===== src/rtl/xcore_fifo_pkg.sv =====
// Shared types and defaults for the packet write controller of the async FIFO.
// Provides the write-controller state enum, default pointer width / depth and
// the statistics counter width.
package xcore_fifo_pkg;

    localparam int FIFO_PTR_DEF   = 6;
    localparam int FIFO_DEPTH_DEF = 1 << FIFO_PTR_DEF;
    localparam int CNT_W_DEF      = 16;

    typedef enum logic [2:0] {
        ST_IDLE  = 3'd0,
        ST_PKT   = 3'd1,
        ST_DROP  = 3'd2,
        ST_RB    = 3'd3,
        ST_FLUSH = 3'd4
    } wr_state_e;

endpackage


===== src/rtl/xcore_sat_cnt.sv =====
// Saturating event counter: counts i_inc pulses and holds at all-ones.
// Ports: i_clk_w / i_rst_w (async active-low), i_inc, o_cnt (registered).
// Latency: o_cnt reflects an increment one cycle after i_inc; no backpressure.
module xcore_sat_cnt #(
    parameter int W = 16
) (
    input  logic         i_clk_w,
    input  logic         i_rst_w,
    input  logic         i_inc,
    output logic [W-1:0] o_cnt
);

    always_ff @(posedge i_clk_w or negedge i_rst_w) begin
        if (!i_rst_w) begin
            o_cnt <= '0;
        end else if (i_inc && (o_cnt != {W{1'b1}})) begin
            o_cnt <= o_cnt + 1'b1;
        end
    end

endmodule


===== src/rtl/xcore_fifo_pkt_wr_ctrl.sv =====
// Write-side packet controller for the async FIFO: writes framed packets, snapshots
// the write pointer at SOP, rolls it back on error/oversize, resets it on flush.
// Ports: upstream valid/ready beat interface (sop/eop/err/data), FIFO write-port
// controls, commit/drop pulses, saturating commit/drop counters, busy.
// Latency: accepted beat reaches o_fifo_write_en/o_fifo_data one cycle later.
// Backpressure: o_pkt_ready (combinational) honours FIFO full and a room estimate
// that discounts the last two writes; DROP always accepts, RB/FLUSH never do.
// Build option: XCORE_PKT_MAXLEN_CHK_EN limits packets to MAX_PKT_LEN beats.
module xcore_fifo_pkt_wr_ctrl
    import xcore_fifo_pkg::*;
#(
    parameter int FIFO_WIDTH  = 32,
    parameter int FIFO_PTR    = FIFO_PTR_DEF,
    parameter int MAX_PKT_LEN = 32,
    parameter int CNT_W       = CNT_W_DEF
) (
    input  logic                  i_clk_w,
    input  logic                  i_rst_w,
    input  logic                  i_pkt_valid,
    input  logic                  i_pkt_sop,
    input  logic                  i_pkt_eop,
    input  logic                  i_pkt_err,
    input  logic [FIFO_WIDTH-1:0] i_pkt_data,
    output logic                  o_pkt_ready,
    input  logic                  i_flush,
    input  logic                  i_fifo_full,
    input  logic [FIFO_PTR:0]     i_fifo_room_avail,
    output logic                  o_fifo_write_en,
    output logic [FIFO_WIDTH-1:0] o_fifo_data,
    output logic                  o_fifo_snapshot_wrptr,
    output logic                  o_fifo_rollback_wrptr,
    output logic                  o_fifo_reset_wrptr,
    output logic                  o_pkt_commit,
    output logic                  o_pkt_drop,
    output logic [CNT_W-1:0]      o_commit_cnt,
    output logic [CNT_W-1:0]      o_drop_cnt,
    output logic                  o_busy
);

    localparam int DEPTH = 1 << FIFO_PTR;
`ifdef XCORE_PKT_MAXLEN_CHK_EN
    localparam int LEN_LIMIT = MAX_PKT_LEN;
`else
    localparam int LEN_LIMIT = DEPTH;
`endif
    localparam logic [FIFO_PTR:0] LEN_LIM = LEN_LIMIT[FIFO_PTR:0];

    if ((MAX_PKT_LEN < 1) || (MAX_PKT_LEN > DEPTH)) begin : g_bad_max_len
        $error("MAX_PKT_LEN out of range 1..2^FIFO_PTR");
    end

    wr_state_e state, state_nxt;

    logic [FIFO_PTR:0] len, len_nxt;
    logic              acc_d2;
    // Open packet already counted as a drop with nothing to roll back; its
    // remaining beats are discarded silently.
    logic              counted, counted_nxt;
    logic              flush_to_drop, to_drop_nxt;
    logic              wr_nxt, snap_nxt, rb_nxt, rst_nxt, commit_nxt, drop_nxt;
    logic [FIFO_PTR:0] acc_sum;
    logic              room_ok;
    logic              accept;

    // The FIFO room status lags writes by two cycles; discount writes still in flight.
    assign acc_sum = {{FIFO_PTR{1'b0}}, o_fifo_write_en} + {{FIFO_PTR{1'b0}}, acc_d2};
    assign room_ok = !i_fifo_full && (i_fifo_room_avail > acc_sum);

    always_comb begin
        o_pkt_ready = 1'b0;
        case (state)
            ST_IDLE, ST_PKT: o_pkt_ready = room_ok;
            ST_DROP:         o_pkt_ready = 1'b1;
            default:         o_pkt_ready = 1'b0;
        endcase
    end

    assign accept = i_pkt_valid && o_pkt_ready;

    always_comb begin
        state_nxt   = state;
        len_nxt     = len;
        counted_nxt = counted;
        to_drop_nxt = flush_to_drop;
        wr_nxt      = 1'b0;
        snap_nxt    = 1'b0;
        rb_nxt      = 1'b0;
        rst_nxt     = 1'b0;
        commit_nxt  = 1'b0;
        drop_nxt    = 1'b0;
        if (i_flush) begin
            // Pointer reset discards any partial packet, so no rollback follows.
            state_nxt   = ST_FLUSH;
            rst_nxt     = 1'b1;
            counted_nxt = 1'b1;
            if (state != ST_FLUSH) begin
                to_drop_nxt = (state == ST_PKT) || (state == ST_DROP);
            end
            drop_nxt = (state == ST_PKT) || ((state == ST_DROP) && !counted);
        end else begin
            case (state)
                ST_IDLE: begin
                    if (accept) begin
                        counted_nxt = 1'b0;
                        if (i_pkt_sop && !i_pkt_err) begin
                            wr_nxt   = 1'b1;
                            snap_nxt = 1'b1;
                            len_nxt  = {{FIFO_PTR{1'b0}}, 1'b1};
                            if (i_pkt_eop) commit_nxt = 1'b1;
                            else           state_nxt  = ST_PKT;
                        end else begin
                            // Errored SOP or stray beat: nothing written, nothing
                            // snapshotted, so the drop is counted now and no
                            // rollback is issued later.
                            drop_nxt = 1'b1;
                            if (i_pkt_sop && !i_pkt_eop) begin
                                state_nxt   = ST_DROP;
                                counted_nxt = 1'b1;
                            end
                        end
                    end
                end
                ST_PKT: begin
                    if (accept) begin
                        if (i_pkt_err || i_pkt_sop || (len >= LEN_LIM)) begin
                            if (i_pkt_eop) begin
                                state_nxt = ST_RB;
                                rb_nxt    = 1'b1;
                                drop_nxt  = 1'b1;
                            end else begin
                                state_nxt = ST_DROP;
                            end
                        end else begin
                            wr_nxt  = 1'b1;
                            len_nxt = len + 1'b1;
                            if (i_pkt_eop) begin
                                commit_nxt = 1'b1;
                                state_nxt  = ST_IDLE;
                            end
                        end
                    end
                end
                ST_DROP: begin
                    if (accept && i_pkt_eop) begin
                        if (counted) begin
                            state_nxt = ST_IDLE;
                        end else begin
                            state_nxt = ST_RB;
                            rb_nxt    = 1'b1;
                            drop_nxt  = 1'b1;
                        end
                    end
                end
                ST_RB:    state_nxt = ST_IDLE;
                ST_FLUSH: state_nxt = flush_to_drop ? ST_DROP : ST_IDLE;
                default:  state_nxt = ST_IDLE;
            endcase
        end
    end

    always_ff @(posedge i_clk_w or negedge i_rst_w) begin
        if (!i_rst_w) begin
            state                 <= ST_IDLE;
            len                   <= '0;
            counted               <= 1'b0;
            flush_to_drop         <= 1'b0;
            acc_d2                <= 1'b0;
            o_fifo_write_en       <= 1'b0;
            o_fifo_data           <= '0;
            o_fifo_snapshot_wrptr <= 1'b0;
            o_fifo_rollback_wrptr <= 1'b0;
            o_fifo_reset_wrptr    <= 1'b0;
            o_pkt_commit          <= 1'b0;
            o_pkt_drop            <= 1'b0;
            o_busy                <= 1'b0;
        end else begin
            state                 <= state_nxt;
            len                   <= len_nxt;
            counted               <= counted_nxt;
            flush_to_drop         <= to_drop_nxt;
            acc_d2                <= o_fifo_write_en;
            o_fifo_write_en       <= wr_nxt;
            if (wr_nxt) o_fifo_data <= i_pkt_data;
            o_fifo_snapshot_wrptr <= snap_nxt;
            o_fifo_rollback_wrptr <= rb_nxt;
            o_fifo_reset_wrptr    <= rst_nxt;
            o_pkt_commit          <= commit_nxt;
            o_pkt_drop            <= drop_nxt;
            o_busy                <= (state_nxt != ST_IDLE);
        end
    end

    xcore_sat_cnt #(.W(CNT_W)) u_commit_cnt (
        .i_clk_w (i_clk_w),
        .i_rst_w (i_rst_w),
        .i_inc   (commit_nxt),
        .o_cnt   (o_commit_cnt)
    );

    xcore_sat_cnt #(.W(CNT_W)) u_drop_cnt (
        .i_clk_w (i_clk_w),
        .i_rst_w (i_rst_w),
        .i_inc   (drop_nxt),
        .o_cnt   (o_drop_cnt)
    );

endmodule


===== config.mk =====
export PLATFORM = sky130hd
export DESIGN_NAME = xcore_fifo_pkt_wr_ctrl
export DESIGN_NICKNAME = d
export VERILOG_FILES = /design/src/rtl/xcore_fifo_pkg.sv /design/src/rtl/xcore_sat_cnt.sv /design/src/rtl/xcore_fifo_pkt_wr_ctrl.sv
export SDC_FILE = /design/constraint.sdc
export NUM_CORES = 1
export LEC_CHECK = 0
export BUFFER_PORTS_ARGS = -buffer_cell sky130_fd_sc_hd__buf_2
export CAP_MARGIN = 5
export CORE_AREA = 2 2 80 140
export DETAILED_ROUTE_END_ITERATION = 16
export DIE_AREA = 0 0 82 142
export PLACE_DENSITY = 0.78
export SLEW_MARGIN = 20
export SYNTH_ARGS = -nofsm -noshare
export SYNTH_HDL_FRONTEND = slang
export SYNTH_HIERARCHICAL = 1
export SYNTH_SLANG_ARGS = --single-unit

===== constraint.sdc =====
create_clock -name i_clk_w -period 2.8 [get_ports i_clk_w]
set_clock_uncertainty 0.05 [all_clocks]
set_input_delay 0.14 -clock i_clk_w [delete_from_list [all_inputs] [get_ports i_clk_w]]
set_output_delay 0.14 -clock i_clk_w [all_outputs]
set_load 0.02 [all_outputs]

==> flow_summary.toml <==
[status]
status = "finished clean"

[clock_network]
cts_tree = "built"
root_buffer = "clkbuf_16"
cts-buffers-inserted = 9
post_cts_buffers = 0
clk_latency_ps = 330
clockBufferDepth = 2
cts_max_level = 3
clock-sinks = 84
clk_pin_slew_ps = 60

[finish]
antenna_cells = 0
fin_cells = 630
layout-drive-gt1-share_pct = 40.0
post-route-util_pct = 52.4
final_area_um2 = 5510
syn2layout_area_growth_pct = 33.3
final_nets = 548
layout_common_cells = "117 x buf_2, 84 x dfrtp_1, 33 x dlygate4sd3_1"
layout_commonest_cell = "buf_2"

[global_routing]
grt_util_met3_pct = 3.93
grt_use_total_pct = 17.4
busiest_layer = "met2"
grt_max_degree = 85
use_met1_pct = 19.1
grt_pass1_vias = 3451
grt_use_met2_pct = 31.0
antenna_found_initial = 0
grt_pass1_wl_mm = 15.8
grt_overflow = 0

[pwr]
power.internal_w = 0.00234
switching_power_w = 0.000885
pwr-share-seq_pct = 44.8
peakVddDrop_uv = 300
pwr-share-comb_pct = 20.4
cellPowerDensity_nw_per_um2 = 586
p_leak_nw = 2.74
p_sw_share_pct = 27.4
clkPwrFrac_pct = 34.9

[sta]
fmax_mhz = 378
hold_violations = 0
fin_crit_sh_pct = 94.5
tightest_slew_ps = 751
fin_ws_ps = 155
period_minus_slack_ps = 2650
setup_violations = 0
fin_hold_ws_ps = 21.6
maxSlewViolCount = 0
slew_headroom_pct = 50.0

[synth]
synth_async_sr_flop_share_pct = 100
synth_edf_count = 0
netlist_area_um2 = 4130
ys_types = 64
ys.flop_type = "dfrtp_1"
post-synth-top-area-cell = "dfrtp_1"
yosysWarnings = 6
postSynthCellCount = 334
ys_seq_area_share_pct = 50.9
synthTopCellsByArea = "dfrtp_1 51%, mux2_4 9.4%, xnor2_1 2.5%"
synthesis.nets = 387
syn_area_per_cell_um2 = 12.4
synth_top_area_share_pct = 50.9
ys_ff_latch = 84

[critical_path]
r2r_slack_ps = 150
startpoint = "o_fifo_write_en"
critPathKind = "flip-flop to flip-flop"
cp.required_ps = 2990
arrival_ps = 2840
cp_max_fo = 6
r2r_start = "o_fifo_write_en"
endpoint_kind = "flip-flop"
r2r_end = "u_commit_cnt/o_cnt[7]"
start_kind = "flip-flop"
r2r_cells = 11

[routing]
vias_per_cell = 5.31
drtIter0Drc = 104
wl_per_cell_um = 15.7
first_pass_iters = 5
routed_wl_mm = 9.90
antenna_left = 0
drc = 0
via_count = 3345

[worst_hold_path]
min_to = "o_fifo_data[21]"
worstHoldPathType = "input pin to flip-flop"
hp-start = "i_pkt_data[21]"
min_path_cells = 2

[place]
place_hpwl_mm = 6.90
port_buffers = 118
pre_cts_ws_ps = 73.7
dp.cells = 581
place.gp.congestion = 0.914
dpl_cell_area_um2 = 4860

[floorplan]
start_util_pct = 39.3
dieWidth_um = 82
die_y_um = 142
row_count = 50
coreArea_um2 = 10500
die_area_um2 = 11600
pin_count = 119

[run]
cap_violations = 0
==> critical path, cell delays in order (launching register included) <==
cell     delay [ps]
dfrtp_1         390
ha_1            300
ha_1            270
nand2_1          60
o21ai_1          70
a21o_1          200
nor2_1          200
buf_4           190
and3_1          270
and4_2          280
a31oi_1         100
a31oi_1         180
==> per-layer routing <==
layer | vias to the layer above | wire, µm
met5 | - | 0
met4 | 0 | 258
met3 | 23 | 513
met2 | 124 | 5330
met1 | 1641 | 3810
li1 | 1557 | -
==> through the flow <==
| stage | TNS [ps] | total power (W) |
|---|---|---|
| CTS | 0 | 0.00327 |
| floorplan | 0 | 0.00183 |
| finish | 0 | 0.00323 |
| global route | -40.4 | 0.00340 |
| detailed placement | 0 | 0.00209 |
| global placement | 0 | 0.00206 |
==> cell families (layout without fill, tap and decap cells) <==
group | count (synthesis) | after routing | share of synthesized area (%)
flip-flops | 84 | 84 | 50.9
AND/OR/NAND/NOR | 117 | 117 | 18.8
multiplexers | 38 | 38 | 12.7
AO/OA/AOI/OAI | 53 | 53 | 8.66
XOR/XNOR | 19 | 19 | 4.03
adder cells (fa/ha/maj) | 6 | 6 | 1.82
buffers and inverters | 17 | 183 | 3.12
==> Yosys cell counts (all sizes together) (3+ instances only) <==
cell type / instances
nor2b: 5
o21ai: 13
and3: 7
a21oi: 16
nor2: 18
o21a: 6
nand3: 16
nor4: 5
nor3: 8
nand4: 19
xnor2: 12
xor2: 7
inv: 8
dfrtp: 84
nand2: 17
nor3b: 3
buf: 7
or3: 4
mux2: 36
a31oi: 3
ha: 6
and4: 5
==> layout make-up <==
cell class,instances,area [µm²]
well taps,130,163
clock inverters,5,52.6
inverters,8,37.5
repair buffers,159,987
fillers,919,5000
multi-input cells,233,1930
clock buffers,11,233
flip-flops and latches,84,2100
==> worst max-delay path by stage <==
stage | cells past startpoint | to | slack, ps
6_report | 11 | u_commit_cnt/o_cnt[7] | 150
5_1_grt | 11 | u_drop_cnt/o_cnt[15] | -20
4_1_cts | 11 | u_drop_cnt/o_cnt[15] | 60
3_5_place_dp | 11 | u_drop_cnt/o_cnt[15] | 70
3_3_place_gp | 11 | u_drop_cnt/o_cnt[13] | 180
2_1_floorplan | 11 | u_drop_cnt/o_cnt[13] | 40
==> registers in the layout, indices dropped and copies added, names as in the netlist <==
| register | cells |
|---|---|
| o_fifo_data | 32 |
| o_fifo_snapshot_wrptr | 1 |
| counted | 1 |
| u_drop_cnt/o_cnt | 16 |
| acc_d2 | 1 |
| flush_to_drop | 1 |
| o_pkt_drop | 1 |
| o_busy | 1 |
| o_fifo_write_en | 1 |
| o_pkt_commit | 1 |
| u_commit_cnt/o_cnt | 16 |
| o_fifo_rollback_wrptr | 1 |
| len | 7 |
| state | 3 |
| o_fifo_reset_wrptr | 1 |
==> power by group through the flow <==
stage | sequential [W] | clock [W] | combinational (W)
final | 0.00144 | 0.00113 | 0.000658
after global routing | 0.00146 | 0.00123 | 0.000711
after CTS | 0.00144 | 0.00117 | 0.000662
after floorplan | 0.00161 | 0 | 0.000223
after global placement | 0.00145 | 0 | 0.000609
after detailed placement | 0.00146 | 0 | 0.000623
==> repair_timing <==
action | 4_1_cts | 5_1_grt
hold buffers | 33 | 0
endpoints found under the hold margin | 80 | 0
setup endpoints to repair | 0 | 5
resized for setup | 0 | 6
No activity file was read; power rests on OpenSTA's default activity.
